`src/rtl/counter_capture_pkg.sv`:
```
// Shared definitions for the event timestamp capture block: edge-select encodings
// and the post-reset arming interval.
package counter_capture_pkg;

  typedef enum logic [1:0] {
    EDGE_NONE = 2'b00,
    EDGE_RISE = 2'b01,
    EDGE_FALL = 2'b10,
    EDGE_BOTH = 2'b11
  } edge_sel_e;

  // Detect cycles ignored after reset release while the synchronizer fills.
  localparam int unsigned ARM_CYCLES = 3;

  function automatic logic edge_match(input edge_sel_e sel, input logic rise, input logic fall);
    logic m;
    m = 1'b0;
    case (sel)
      EDGE_RISE: m = rise;
      EDGE_FALL: m = fall;
      EDGE_BOTH: m = rise | fall;
      default:   m = 1'b0;
    endcase
    return m;
  endfunction

endpackage

```
`src/rtl/sync_fifo.sv`:
```
// Single-clock FIFO with registered occupancy; read data comes from the head slot
// so a written entry is visible on the cycle after the write (no fall-through).
module sync_fifo
  import counter_capture_pkg::*;
#(
  parameter int WIDTH = 17,
  parameter int DEPTH = 4
) (
  input  logic                     clk_i,
  input  logic                     a_rst_n_i,
  input  logic                     clear_i,
  input  logic                     push_i,
  input  logic [WIDTH-1:0]         wdata_i,
  input  logic                     pop_i,
  output logic [WIDTH-1:0]         rdata_o,
  output logic                     full_o,
  output logic                     empty_o,
  output logic [$clog2(DEPTH):0]   level_o
);

  localparam int AW = $clog2(DEPTH);
  localparam int LW = AW + 1;

  logic [WIDTH-1:0] mem [DEPTH];
  logic [AW-1:0]    wr_ptr_q;
  logic [AW-1:0]    rd_ptr_q;
  logic [LW-1:0]    level_q;
  logic             do_push;
  logic             do_pop;

  assign full_o  = (level_q == LW'(DEPTH));
  assign empty_o = (level_q == '0);
  assign level_o = level_q;
  assign rdata_o = mem[rd_ptr_q];

  // A push into a full FIFO is only legal when the head leaves in the same cycle.
  assign do_pop  = pop_i && !empty_o;
  assign do_push = push_i && (!full_o || do_pop);

  always_ff @(posedge clk_i or negedge a_rst_n_i) begin
    if (!a_rst_n_i) begin
      wr_ptr_q <= '0;
      rd_ptr_q <= '0;
      level_q  <= '0;
    end else if (clear_i) begin
      wr_ptr_q <= '0;
      rd_ptr_q <= '0;
      level_q  <= '0;
    end else begin
      if (do_push) wr_ptr_q <= wr_ptr_q + AW'(1);
      if (do_pop)  rd_ptr_q <= rd_ptr_q + AW'(1);
      case ({do_push, do_pop})
        2'b10:   level_q <= level_q + LW'(1);
        2'b01:   level_q <= level_q - LW'(1);
        default: level_q <= level_q;
      endcase
    end
  end

  always_ff @(posedge clk_i) begin
    if (do_push && !clear_i) mem[wr_ptr_q] <= wdata_i;
  end

endmodule

```
`src/rtl/counter_capture.sv`:
```
// Free-running timestamp counter that records the count at each selected edge of an
// asynchronous event line, together with a flag marking a counter wrap since the last record.
module counter_capture
  import counter_capture_pkg::*;
#(
  parameter int COUNTER_WIDTH = 16,
  parameter int FIFO_DEPTH    = 4
) (
  input  logic                          clk_i,
  input  logic                          a_rst_n_i,
  input  logic                          enable_i,
  input  logic                          clear_i,
  input  logic                          event_i,
  input  logic [1:0]                    edge_sel_i,
  output logic                          ts_valid_o,
  input  logic                          ts_ready_i,
  output logic [COUNTER_WIDTH-1:0]      ts_data_o,
  output logic                          ts_wrap_o,
  output logic                          overflow_o,
  output logic [$clog2(FIFO_DEPTH):0]   level_o
);

  localparam int RW = COUNTER_WIDTH + 1;

  logic                     evt_p0;
  logic                     evt_p1;
  logic                     evt_p2;
  logic [1:0]               arm_q;
  logic                     armed;
  logic                     rise;
  logic                     fall;
  logic                     capture;
  logic [COUNTER_WIDTH-1:0] cnt_q;
  logic                     wrap;
  logic                     wrap_pending_q;
  logic                     overflow_q;
  logic                     fifo_full;
  logic                     fifo_empty;
  logic                     fifo_push;
  logic                     fifo_pop;
  logic                     drop;
  logic [RW-1:0]            fifo_rdata;

  // Stage boundary: event_i -> evt_p0/evt_p1 synchronizer -> evt_p2 history for edge detect.
  always_ff @(posedge clk_i or negedge a_rst_n_i) begin
    if (!a_rst_n_i) begin
      evt_p0 <= 1'b0;
      evt_p1 <= 1'b0;
      evt_p2 <= 1'b0;
      arm_q  <= '0;
    end else begin
      evt_p0 <= event_i;
      evt_p1 <= evt_p0;
      evt_p2 <= evt_p1;
      if (!armed) arm_q <= arm_q + 2'd1;
    end
  end

  assign armed   = (arm_q == 2'(ARM_CYCLES));
  assign rise    = evt_p1 & ~evt_p2;
  assign fall    = ~evt_p1 & evt_p2;
  assign capture = edge_match(edge_sel_e'(edge_sel_i), rise, fall) && armed && enable_i && !clear_i;

  assign wrap      = enable_i && (&cnt_q);
  assign fifo_pop  = ts_valid_o && ts_ready_i && !clear_i;
  assign fifo_push = capture && (!fifo_full || fifo_pop);
  assign drop      = capture && fifo_full && !fifo_pop;

  // Stage boundary: detect cycle -> record pushed with the count seen in that cycle.
  always_ff @(posedge clk_i or negedge a_rst_n_i) begin
    if (!a_rst_n_i) begin
      cnt_q          <= '0;
      wrap_pending_q <= 1'b0;
      overflow_q     <= 1'b0;
    end else if (clear_i) begin
      cnt_q          <= '0;
      wrap_pending_q <= 1'b0;
      overflow_q     <= 1'b0;
    end else begin
      if (enable_i) cnt_q <= cnt_q + COUNTER_WIDTH'(1);
      // A wrap coinciding with a push belongs to the next record.
      if (wrap)           wrap_pending_q <= 1'b1;
      else if (fifo_push) wrap_pending_q <= 1'b0;
      if (drop) overflow_q <= 1'b1;
    end
  end

  sync_fifo #(
    .WIDTH (RW),
    .DEPTH (FIFO_DEPTH)
  ) u_fifo (
    .clk_i     (clk_i),
    .a_rst_n_i (a_rst_n_i),
    .clear_i   (clear_i),
    .push_i    (fifo_push),
    .wdata_i   ({wrap_pending_q, cnt_q}),
    .pop_i     (fifo_pop),
    .rdata_o   (fifo_rdata),
    .full_o    (fifo_full),
    .empty_o   (fifo_empty),
    .level_o   (level_o)
  );

  assign ts_valid_o              = !fifo_empty;
  assign {ts_wrap_o, ts_data_o}  = fifo_rdata;
  assign overflow_o              = overflow_q;

endmodule

```
`config.mk`:
```
export PLATFORM = sky130hd
export DESIGN_NAME = counter_capture
export DESIGN_NICKNAME = d
export VERILOG_FILES = /design/src/rtl/counter_capture_pkg.sv /design/src/rtl/sync_fifo.sv /design/src/rtl/counter_capture.sv
export SDC_FILE = /design/constraint.sdc
export NUM_CORES = 1
export LEC_CHECK = 0
export BUFFER_PORTS_ARGS = -buffer_cell sky130_fd_sc_hd__buf_2
export CAP_MARGIN = 20
export CORE_MARGIN = 3
export CORE_UTILIZATION = 52
export DETAILED_ROUTE_END_ITERATION = 8
export GPL_TIMING_DRIVEN = 0
export PLACE_DENSITY = 0.68
export REMOVE_ABC_BUFFERS = 1
export SYNTH_ARGS = -nofsm -noshare
export SYNTH_HDL_FRONTEND = slang
export SYNTH_SLANG_ARGS = --single-unit
```
`constraint.sdc`:
```
create_clock -name clk_i -period 8.3 [get_ports clk_i]
set_input_delay 0.83 -clock clk_i [delete_from_list [all_inputs] [get_ports clk_i]]
set_output_delay 0.83 -clock clk_i [all_outputs]
set_load 0.01 [all_outputs]
```
# Word level (Yosys, flattened, before mapping)
# Memory sizes are Yosys's and may differ from the RTL's.
# Index checks and enable logic that the tools add are counted.
[totals] inputBits=8 elab_cells=71 n_memories=1 latch_bits=0 ram_bits=68 output_inout_bits=22 mem_bits_ro=0 register_bits=30
[memory_table] memory="u_fifo.mem" depth=4 word_bits=17 read_ports=1 rd_ports_with_merged_regs=0 write_ports=1 line_no="sync_fifo.sv:24" rtl="logic [WIDTH-1:0] mem [DEPTH];"
[classes] eq_ne=7 n_lt_le_gt_ge=0 multipliers=0 reduce_logical=26 bitwise_logic=5 mux=16 shift=0 n_div=0 n_addsub=6
[op_table] op="16-bit two-way mux" n=2
[op_table] op="16-bit by 1-bit adder with 16-bit output (second input constant)" n=1
[op_table] op="16-bit AND reduction" n=1
[op_table] op="1-bit logical AND" n=12
[op_table] op="2-bit equality test (second input constant)" n=4
[op_table] op="2-bit two-way mux" n=4
[op_table] op="2-bit nonzero test" n=4
[op_table] op="1-bit two-way mux" n=7
[op_table] op="2-bit by 1-bit adder with 2-bit output (second input constant)" n=3
[op_table] op="3-bit case mux with 2 select lines" n=1
[op_table] op="3-bit nonzero test" n=2
[op_table] op="2-bit by 1-bit equality test with 1-bit output (second input constant)" n=2
[op_table] op="1-bit logical NOT" n=4
[op_table] op="3-bit by 1-bit adder with 3-bit output (second input constant)" n=1
[op_table] op="3-bit equality test (second input constant)" n=1
[op_table] op="3-bit logical NOT" n=1
[op_table] op="3-bit two-way mux" n=1
[op_table] op="1-bit case mux with 3 select lines" n=1
[op_table] op="3-bit by 1-bit subtractor with 3-bit output (second input constant)" n=1
[op_table] op="1-bit bitwise AND" n=2
[op_table] op="1-bit logical OR" n=2
[op_table] op="1-bit inverter" n=2
[op_table] op="1-bit bitwise OR" n=1

# Longest topological paths before layout
# Gate-level depths: netlist of run 1.
[depth] depth_word=12 ltp_mapped=10 ltp_nobuf=10

# Modules after synthesis
# A second synthesis of run 1 with hierarchy kept.
[hier_totals] cells_unflattened=268 hier_area_um2=4184.0
[modules_own_cells] module="sync_fifo" cells_per_inst=156 n_inst=1 seq_area_each_um2=2217.1 area_each_um2=3035.4
[modules_own_cells] module="counter_capture" cells_per_inst=112 n_inst=1 seq_area_each_um2=575.6 area_each_um2=1148.6

# Least setup slack after synthesis of run 1
# OpenSTA, ideal clock, no wires.
[synth_path] path_type="input to register" from="in edge_sel_i[1]" to="reg u_fifo.level_q[1] (netlist: u_fifo.level_o[1])" required_ns=8.201 setup_time_ns=0.099 path_stages=7 arrival_ns=2.692 path_buffers=0 path_slack_ns=5.508 cell_sequence="and3_1 -> nor4_1 -> nor3_1 -> fa_1 -> nand2b_1 -> a21oi_1 -> a311oi_1"
[synth_between] elab_chain_len=10 elab_cells_between_ends=14 cone_classes="eq/ne: 5; mux: 3; reduce/logical: 6"
[synth_lines] item="start: declaration" line_no="counter_capture.sv:14" rtl="input logic [1:0] edge_sel_i,"
[synth_lines] item="2-bit equality test or 2-bit by 1-bit equality test with 1-bit output (tied branches)" line_no="counter_capture_pkg.sv:18" rtl="case (sel)"
[synth_lines] item="1-bit case mux with 3 select lines *" line_no="counter_capture_pkg.sv:18"
[synth_lines] item="1-bit logical AND * (3 in a row)" line_no="counter_capture.sv:62" rtl="assign capture = edge_match(edge_sel_e'(edge_sel_i), rise, fall) && armed && enable_i && !clear_i;"
[synth_lines] item="1-bit logical AND *" line_no="counter_capture.sv:66" rtl="assign fifo_push = capture && (!fifo_full || fifo_pop);"
[synth_lines] item="1-bit logical AND *" line_no="sync_fifo.sv:38" rtl="assign do_push = push_i && (!full_o || do_pop);"
[synth_lines] item="2-bit by 1-bit equality test with 1-bit output or 2-bit equality test (tied branches)" line_no="sync_fifo.sv:52" rtl="case ({do_push, do_pop})"
[synth_lines] item="3-bit case mux with 2 select lines" line_no="sync_fifo.sv:52"
[synth_lines] item="3-bit two-way mux" line_no="sync_fifo.sv:45" rtl="end else if (clear_i) begin"
[synth_lines] item="end signal: assignment" line_no="sync_fifo.sv:53" rtl="2'b10: level_q <= level_q + LW'(1);"
[synth_lines] item="end signal: assignment" line_no="sync_fifo.sv:54" rtl="2'b01: level_q <= level_q - LW'(1);"
[synth_lines] item="end signal: assignment" line_no="sync_fifo.sv:55" rtl="default: level_q <= level_q;"
[synth_lines] item="end: declaration" line_no="sync_fifo.sv:27" rtl="logic [LW-1:0] level_q;"
# Every way passes the cells marked *; elsewhere a longest branch is shown, timed or not.
# A chain may end at the register's enable or synchronous reset.

# Worst setup path after layout of run 1
[layout_path] from="reg evt_p1" to="mem u_fifo.mem[3][0] (enable)"
[layout_between] elab_chain_len=12 elab_cells_between_ends=13 cone_classes="mux: 3; bitwise: 4; reduce/logical: 6"
[layout_lines] item="start: declaration" line_no="counter_capture.sv:26" rtl="logic evt_p1;"
[layout_lines] item="start signal: assignment" line_no="counter_capture.sv:53" rtl="evt_p1 <= evt_p0;"
[layout_lines] item="1-bit inverter" line_no="counter_capture.sv:61" rtl="assign fall = ~evt_p1 & evt_p2;"
[layout_lines] item="1-bit bitwise AND" line_no="counter_capture.sv:61"
[layout_lines] item="1-bit bitwise OR" line_no="counter_capture_pkg.sv:21" rtl="EDGE_BOTH: m = rise | fall;"
[layout_lines] item="1-bit case mux with 3 select lines *" line_no="counter_capture_pkg.sv:18"
[layout_lines] item="1-bit logical AND * (3 in a row)" line_no="counter_capture.sv:62"
[layout_lines] item="1-bit logical AND *" line_no="counter_capture.sv:66"
[layout_lines] item="1-bit logical AND *" line_no="sync_fifo.sv:38"
[layout_lines] item="1-bit logical AND *" line_no="sync_fifo.sv:61" rtl="if (do_push && !clear_i) mem[wr_ptr_q] <= wdata_i;"
[layout_lines] item="1-bit two-way mux *" line_no="sync_fifo.sv:61"
[layout_lines] item="1-bit two-way mux (not written as such) *" line_no="sync_fifo.sv:61"
[layout_lines] item="end: declaration" line_no="sync_fifo.sv:24"
# Marked as above.

==> results of run 1 <==
## per-stage QoR
step / utilization, % / hold slack, ps / setup slack (ps) / cell area, µm² / std cells
6_report: 60.4 / 365 / 5310 / 4470 / 389
4_1_cts: 60.3 / 373 / 5260 / 4470 / 388
2_1_floorplan: - / 331 / 5510 / 3990 / 243
5_1_grt: 60.4 / 372 / 5110 / 4470 / 389
3_3_place_gp: 57.5 / 332 / 5030 / 4260 / 371
3_5_place_dp: 57.9 / 354 / 5030 / 4290 / 372
## placed cells by master (no fill, tap or decap), types with 2 or more instances in the layout
cell type,instances
clkbuf_8,9
buf_2,29
xnor2_1,4
or3_1,7
o21ai_0,11
nor2_1,17
nor3_1,2
and2_1,4
a21oi_1,10
nand2b_1,4
inv_1,6
mux4_2,17
and3_1,3
nand4_1,5
and4_1,3
ha_1,8
clkinvlp_4,2
nand2_1,10
nand3_1,7
dfrtp_1,30
inv_6,4
edfxtp_1,68
xor2_1,11
## worst register-to-register path, delay by kind of cell (launching register included)
kind / cells / cell delay [ps]
adders and majority gates: 1 / 270
buffers and inverters: 1 / 50
DFF: 1 / 380
and+or+nand+nor: 4 / 1900
## per-layer routing
metal	vias to the layer above	track usage, %
met1	1096	22.6
met2	33	25.2
met5	-	0
li1	1036	-
met3	11	2.72
met4	0	6.50
## logic make-up (layout without fill, tap and decap cells)
logic type,count (synthesis),count (layout)
AO/OA/AOI/OAI,29,29
XOR/XNOR,15,15
adder cells (fa/ha/maj),9,9
buffers and inverters,19,53
flip-flops,98,98
multiplexers,19,19
AND/OR/NAND/NOR,67,67
## final timing paths
kind	slack (ps)	endpoint	cells past startpoint	start
min in group asynchronous	500	cnt_q[5]	1	a_rst_n_i
setup reg to reg	5310	u_fifo.mem[3][0]	6	evt_p1
setup / recovery	5310	u_fifo.mem[3][0]	6	evt_p1
max in group asynchronous	7360	cnt_q[6]	1	a_rst_n_i
hold reg to reg	360	evt_p1	0	evt_p0
hold / removal	360	evt_p1	0	evt_p0
## report_power, final
part	internal (mW)	leakage [nW]	switching [mW]
clock	0.113	0.0843	0.165
combinational	0.0474	0.534	0.0419
sequential	0.526	0.976	0.0133
total	0.687	1.60	0.220
## state kept, by name, summed over array words and instances, names as in the netlist
name,count
arm_q,2
evt_p1,1
u_fifo.mem,68
u_fifo.rd_ptr_q,2
wrap_pending_q,1
overflow_o,1
evt_p0,1
cnt_q,16
u_fifo.wr_ptr_q,2
evt_p2,1
u_fifo.level_o,3
## cell usage after synthesis (2+ instances only)
cell,number,share of area (%)
or3_1,7,1.1
nor2_1,17,1.6
nand2b_1,4,0.62
edfxtp_1,68,50
nand3_1,7,0.86
and2_1,4,0.62
mux4_2,17,9.5
clkbuf_1,8,0.74
buf_2,2,0.25
nand2_1,10,0.93
o21ai_0,11,1.4
buf_1,2,0.19
xnor2_1,4,0.86
inv_1,6,0.56
nand4_1,5,0.77
ha_1,8,2.5
a21oi_1,10,1.2
xor2_1,11,2.4
nor3_1,2,0.25
dfrtp_1,30,19
and4_1,3,0.65
and3_1,3,0.46
## cell type report
cell class	count	area [µm²]	area share [%]
well taps	99	124	2.77
multi-input cells	139	1180	26.3
flip-flops and latches	98	2790	62.5
clock inverters	6	50.0	1.12
repair buffers	31	178	3.97
inverters	6	22.5	0.504
clock buffers	10	128	2.85
==> summary.txt, run 1 <==
Synth Area per Inst = 15.8 µm²
IO buf count = 29
Layout cells sized above 1 = 22.8%
FMAX = 0.335 GHz
Ys flop type = edfxtp_1
Final Hold Vio Count = 0
Leakage = 1.60 nW
Tmin final = 2990 ps
Antenna viol nets, final = 0
Synth Register Bits = 98
Final setup TNS = 0 ps
Largest net degree at the start of global routing = 31
Outcome = complete, no violations
Main combinational cell family by area after synthesis = multiplexers
Final HPWL DP = 4030 µm
Root Driver = clkbuf_8
Compound-Gate Fraction of Synth Area = 4.08%
Critical Path Start Type = register
Number of global-route vias before repair = 2090
Routability Congestion = 0.770
Pwr Total = 906 µW
Fraction of the mapped netlist area in adder cells = 2.96%
Die Area = 8890 µm²
WP data arrival = 2970 ps
Worst Path Required = 8280 ps
Met3 wire length = 205 µm
Gate count of the mapped netlist = 256
CTS Buf Count = 9
Die height = 94.3 µm
Slew headroom = 35.7%
Max Fanout on Critical Path = 17
VDD IR-drop max = 0.101 mV
Mux cell area share after synthesis = 9.98%
Row cnt = 31
CP Class = reg -> reg
Max Cap Viol = 0
Global-route wire length before repair = 10600 µm
Num Clock Sinks = 98
Ys Warns = 0
Synth cell types = 39
CP max-delay cell = and2_1
WL met1 = 3100 µm
Syn-to-layout area delta = 10.4%
H-Tree Depth = 3
EDFF count, synth = 68
Ports = 30
Xor/xnor share of the synthesized area = 3.24%
Total global routing track utilization = 16.1%
CTS Buffer Depth = 2
Avg Vias per Cell = 5.59
Via count = 2176
Final setup viols = 0
Initial DRT Pass Iterations = 4
Routed wl met2 = 3120 µm
Reg clk slew, reported paths = 90 ps
Buf+Inv Stages, Crit Path = 1
Hold-fix buffers, CTS = 0
Post-CTS Resized = 0
Worst Max-Slew Pin Slew = 951 ps
Post-CTS setup buffer count = 0
Horiz. Die Dim = 94.3 µm
Ant diodes = 0
Worst setup EP type = register
CTS tree = built
FFs w/ async S/R, synth = 30.6%
Initial DRC Count = 154
Congestion Overflow GR = 0
Antenna violations before repair = 0
Register area share after synthesis = 68.9%
DRC Markers = 0
Hold crit path type = reg -> reg
RSZ-0062 raised after global routing = no
Highest metal layer with signal wires = met4
Nets = 302
Effective utilization at floorplan = 54.7%
Final wirelength = 6540 µm
Area of the core = 7410 µm²
Worst skew pair latency = 370 ps
Final Skew = 16.0 ps
Worst path top cell family by delay = simple AND/OR/NAND/NOR gates
Netlist Area Pre-Place = 4050 µm²
Final period util = 36.0%
CP peak stage delay = 810 ps
Fillers = 603
Pins Over Slew Limit = 0
Synth Area in Simple Gates = 8.80%
Cell chain of the critical path = inv_1, ha_1, and3_1, or4_4, nor3_1, and2_1
Power per cell area = 203 nW/µm²
Avg WL per Cell = 16.8 µm
Note: power is estimated with default switching activity, not from simulation.
==> inputs of run 2 (changes only) <==
==> constraint.sdc (replaced) <==
create_clock -name clk_i -period 3.09 [get_ports clk_i]
set_input_delay 0.309 -clock clk_i [delete_from_list [all_inputs] [get_ports clk_i]]
set_output_delay 0.309 -clock clk_i [all_outputs]
set_load 0.01 [all_outputs]
==> run 2 against run 1 <==
The flow now finishes with violations (hold timing); flip-flop and latch count unchanged; core utilization up 0.068 points; power rose to 2.7 times the previous value; sequential share of layout area down 0.070 points; non-clock buffer count unchanged; worst setup slack worse by 4900 ps; critical endpoint is now u_fifo.level_o[2].
==> summary.txt, run 2 (synthesized netlist as in run 1, its figures left out) <==
Final setup TNS = 0 ps
IO buf count = 29
Antenna violations before repair = 0
Nets = 302
CP Class = reg -> reg
Pins Over Slew Limit = 0
Most frequent cells in the layout = 68 x edfxtp_1, 30 x dfrtp_1, 29 x buf_2
Syn-to-layout area delta = 10.5%
Worst Max-Slew Pin Slew = 951 ps
Largest net degree at the start of global routing = 31
Final period util = 87.2%
Ports = 30
Die height = 94.3 µm
Reg with most FFs = u_fifo.mem
Final setup viols = 0
Root Driver = clkbuf_8
Initial DRC Count = 154
Tmin final = 2690 ps
Final HPWL DP = 4030 µm
Via count = 2176
Final Hold Vio Count = 30
FF-to-FF End = u_fifo.level_o[2]
Avg Vias per Cell = 5.59
Max Cap Viol = 0
Final Skew = 16.0 ps
Avg WL per Cell = 16.8 µm
Worst skew pair latency = 370 ps
WP data arrival = 2970 ps
VDD IR-drop max = 0.272 mV
Most common cell after layout, fill and taps aside = edfxtp_1
Critical Path Start Type = register
Hold crit path type = in -> async
Fillers = 599
Max Fanout on Critical Path = 6
Routability Congestion = 0.770
Worst Hold Slack = -25.6 ps
Max FFs per register = 68
Worst reg2reg path depth = 11
Ant diodes = 0
Hold-fix buffers, CTS = 0
Global-route wire length before repair = 10600 µm
R2R Setup Slk = 400 ps
Worst setup EP type = register
Slew headroom = 35.7%
Failing checks = hold timing
FMAX = 0.371 GHz
Final wirelength = 6540 µm
Worst Path Required = 3370 ps
CTS Buffer Depth = 2
Setup WS post-layout = 395 ps
H-Tree Depth = 3
Antenna viol nets, final = 0
Initial DRT Pass Iterations = 4
Number of global-route vias before repair = 2090
FF-to-FF Start = evt_p1
Outcome = complete, but fails checks
Area of the core = 7410 µm²
Reg area = 2790 µm²
Row cnt = 31
Horiz. Die Dim = 94.3 µm
Num Clock Sinks = 98
Layout cells sized above 1 = 24.1%
RSZ-0062 raised after global routing = no
Multi-input gate area = 1180 µm²
Setup WS pre-CTS = 62.2 ps
Congestion Overflow GR = 0
Leakage = 1.60 nW
CTS tree = built
Total global routing track utilization = 16.1%
Reg clk slew, reported paths = 100 ps
Power per cell area = 544 nW/µm²
CTS Buf Count = 9
Effective utilization at floorplan = 54.7%
Die Area = 8890 µm²
DRC Markers = 0
-- run 2: per-stage QoR --
step	power [mW]	cells	cell area, µm²	util, %
finish	2.43	389	4480	60.4
global route	2.53	389	4480	60.4
CTS	2.45	388	4470	60.3
detailed placement	1.72	372	4290	57.9
global placement	1.71	371	4260	57.5
floorplan	1.62	243	3990	-
-- run 2: final cells by class --
cell class / count / share of cell area [%]
inverters: 6 / 0.503
clock buffers: 10 / 2.85
clock inverters: 6 / 1.12
well taps: 99 / 2.77
multi-input cells: 139 / 26.4
repair buffers: 31 / 3.97
flip-flops and latches: 98 / 62.4
-- run 2: power breakdown --
group / switching (mW) / total, mW / internal, mW / leakage, nW
registers: 0.0357 / 1.45 / 1.41 / 0.976
clock network: 0.442 / 0.746 / 0.304 / 0.0843
logic: 0.113 / 0.240 / 0.128 / 0.538
total: 0.590 / 2.43 / 1.84 / 1.60
-- run 2: worst max path at each step --
stage,cells after the start,startpoint,endpoint,slack (ps)
detailed placement,6,evt_p1,u_fifo.mem[3][5],60
finish,11,evt_p1,u_fifo.level_o[2],400
floorplan,10,evt_p1,u_fifo.level_o[2],450
CTS,6,evt_p1,u_fifo.mem[3][14],50
global route,10,evt_p1,u_fifo.level_o[1],170
global placement,9,evt_p1,u_fifo.level_o[1],60
-- run 2: routing by layer --
| layer | wire length (µm) | vias to the layer above | GRT usage, % | share of wire [%] |
|---|---|---|---|---|
| met5 | 0 | - | 0 | 0 |
| met4 | 115 | 0 | 6.50 | 1.8 |
| met3 | 205 | 11 | 2.72 | 3.1 |
| met2 | 3120 | 33 | 25.2 | 48 |
| met1 | 3100 | 1096 | 22.6 | 47 |
| li1 | - | 1036 | - | - |
-- run 2: critical path, cell delays in order (launching register included) --
cell	delay (ps)
dfrtp_1	380
inv_1	50
ha_1	270
and3_1	190
nor4_1	380
clkbuf_2	250
nor3_1	80
fa_1	460
inv_1	100
o21ai_0	80
a31o_2	220
a31oi_1	150
-- run 2: timing repair --
item | in CTS | in global routing
resized for setup | 0 | 4
endpoints found under the hold margin | 0 | 0
setup buffers | 0 | 0
setup endpoints to repair | 0 | 68
==> inputs of run 3 (changes only) <==
--- a/config.mk
+++ b/config.mk
@@ -8,10 +8,10 @@
 export BUFFER_PORTS_ARGS = -buffer_cell sky130_fd_sc_hd__buf_2
 export CAP_MARGIN = 20
 export CORE_MARGIN = 3
-export CORE_UTILIZATION = 52
+export CORE_UTILIZATION = 55
 export DETAILED_ROUTE_END_ITERATION = 8
 export GPL_TIMING_DRIVEN = 0
-export PLACE_DENSITY = 0.68
+export PLACE_DENSITY = 0.72
 export REMOVE_ABC_BUFFERS = 1
 export SYNTH_ARGS = -nofsm -noshare
 export SYNTH_HDL_FRONTEND = slang
==> run 3 against run 2 <==
The run still ends with hold timing left; critical endpoint unchanged; highest routed layer unchanged; global-route usage rose by 0.62 points; power up 8.4%; via count down 2.6%; worst hold slack improved by 24 ps; cell count down 1.0%; flip-flop and latch count unchanged; critical path depth fell by 1; clock power up 28%; first-iteration DRC count shrank 15%; combinational power down 2%; die area fell by 5.1%; fmax fell by 3.2%.
==> summary.txt, run 3 (synthesized netlist as in run 1, its figures left out) <==
WP data arrival = 3040 ps
Avg WL per Cell = 16.7 µm
Post-CTS setup buffer count = 0
H-Tree Depth = 3
CTS tree = built
Post-CTS Resized = 1
Final setup viols = 0
Total global routing track utilization = 16.7%
Reg with most FFs = u_fifo.mem
FMAX = 0.359 GHz
Leakage = 1.63 nW
CP startpoint = evt_p1
Fillers = 513
Final wirelength = 6420 µm
Most common cell after layout, fill and taps aside = edfxtp_1
Congestion Overflow GR = 0
Final setup TNS = 0 ps
Avg Vias per Cell = 5.51
Final Hold Vio Count = 1
Effective utilization at floorplan = 58.0%
Slew headroom = 37.2%
Pwr Total = 2.64 mW
Antenna violations before repair = 0
Worst Hold Slack = -2.00 ps
Critical Path Start Type = register
Most frequent cells in the layout = 68 x edfxtp_1, 30 x dfrtp_1, 29 x buf_2
Outcome = complete, but fails checks
Power per cell area = 582 nW/µm²
Die height = 91.8 µm
Hold-fix buffers, CTS = 0
R2R Setup Slk = 310 ps
Tmin final = 2780 ps
VDD IR-drop max = 0.304 mV
Initial DRC Count = 131
Root Driver = clkbuf_8
Worst reg2reg path depth = 10
Via count = 2120
Final HPWL DP = 3880 µm
Failing checks = hold timing
Pins Over Slew Limit = 0
Ports = 30
Final period util = 90.1%
CP Class = reg -> reg
Reg clk slew, reported paths = 90 ps
Max FFs per register = 68
DRC Markers = 0
Layout cells sized above 1 = 23.9%
IO buf count = 29
Syn-to-layout area delta = 12.0%
Finished Core Util = 65.0%
Nets = 301
RSZ-0062 raised after global routing = no
Worst Max-Slew Pin Slew = 928 ps
Worst skew pair latency = 350 ps
Worst setup EP type = register
Horiz. Die Dim = 91.8 µm
Setup WS post-layout = 306 ps
Die Area = 8430 µm²
Largest net degree at the start of global routing = 31
Num Clock Sinks = 98
Max Fanout on Critical Path = 7
Global-route wire length before repair = 10500 µm
FF-to-FF End = u_fifo.level_o[2]
Row cnt = 30
CP Capture Point = u_fifo.level_o[2]
Antenna viol nets, final = 0
CTS Buf Count = 9
Ant diodes = 0
Setup WS pre-CTS = 11.8 ps
Hold crit path type = in -> async
Area of the core = 6980 µm²
CTS Buffer Depth = 2
Final Skew = 5.18 ps
Worst Path Required = 3350 ps
Max Cap Viol = 0
Number of global-route vias before repair = 2090
FF-to-FF Start = evt_p1
Routability Congestion = 0.755
Initial DRT Pass Iterations = 4
[run 3: changes by cell type in the layout (fill, tap and decap cells not counted), sizes merged]
cell and delta:
clkinv +2, bufinv +3, clkbuf -2, inv -2
clkinvlp -2
[run 3: critical path, cell delays in order (launching register included)]
cell and delay [ps]:
dfrtp_1 390, inv_1 50, ha_1 270, and3_1 200, nor4_2 630, nor3_1 140, fa_1 450, inv_1 90
o21ai_0 80, a31o_2 220, a31oi_1 190
[run 3: metrics by stage]
step	std cells	hold WS (ps)	area [µm²]
after global placement	368	338	4260
after global routing	385	25.7	4540
final	385	-2.00	4540
after floorplan	243	13.4	3990
after CTS	385	7.12	4530
after detailed placement	369	362	4290
[run 3: area by class of cell]
cell class                 instances  area [µm²]  area share, %
clock buffer                       9         124           2.73
clock inverter                     7         115           2.54
sequential                        98        2790           61.6
timing repair buffer              30         173           3.81
tap                               96         120           2.65
inverter                           6        22.5          0.497
multi-input combinational        139        1190           26.2
[run 3: report_power, final]
group          switching (mW)  total [mW]  internal [mW]
Sequential             0.0378        1.45           1.41
Clock                   0.416       0.954          0.538
Combinational           0.109       0.236          0.127
Total                   0.562        2.64           2.08
[run 3: layer usage]
metal  GRT usage, %  part of all wire, %
met1           23.0                   45
met2           25.6                   49
met3           3.94                  4.1
met4           7.55                  1.7
met5              0                    0
[run 3: worst min-delay path by stage]
| stage | start | endpoint | slack [ps] | cells past startpoint |
|---|---|---|---|---|
| final | a_rst_n_i | overflow_o | -2 | 1 |
| after global routing | a_rst_n_i | u_fifo.level_o[0] | 30 | 1 |
| after CTS | a_rst_n_i | overflow_o | 7 | 1 |
| after detailed placement | evt_p0 | evt_p1 | 360 | 0 |
| after global placement | evt_p0 | evt_p1 | 340 | 0 |
| after floorplan | a_rst_n_i | arm_q[0] | 10 | 0 |
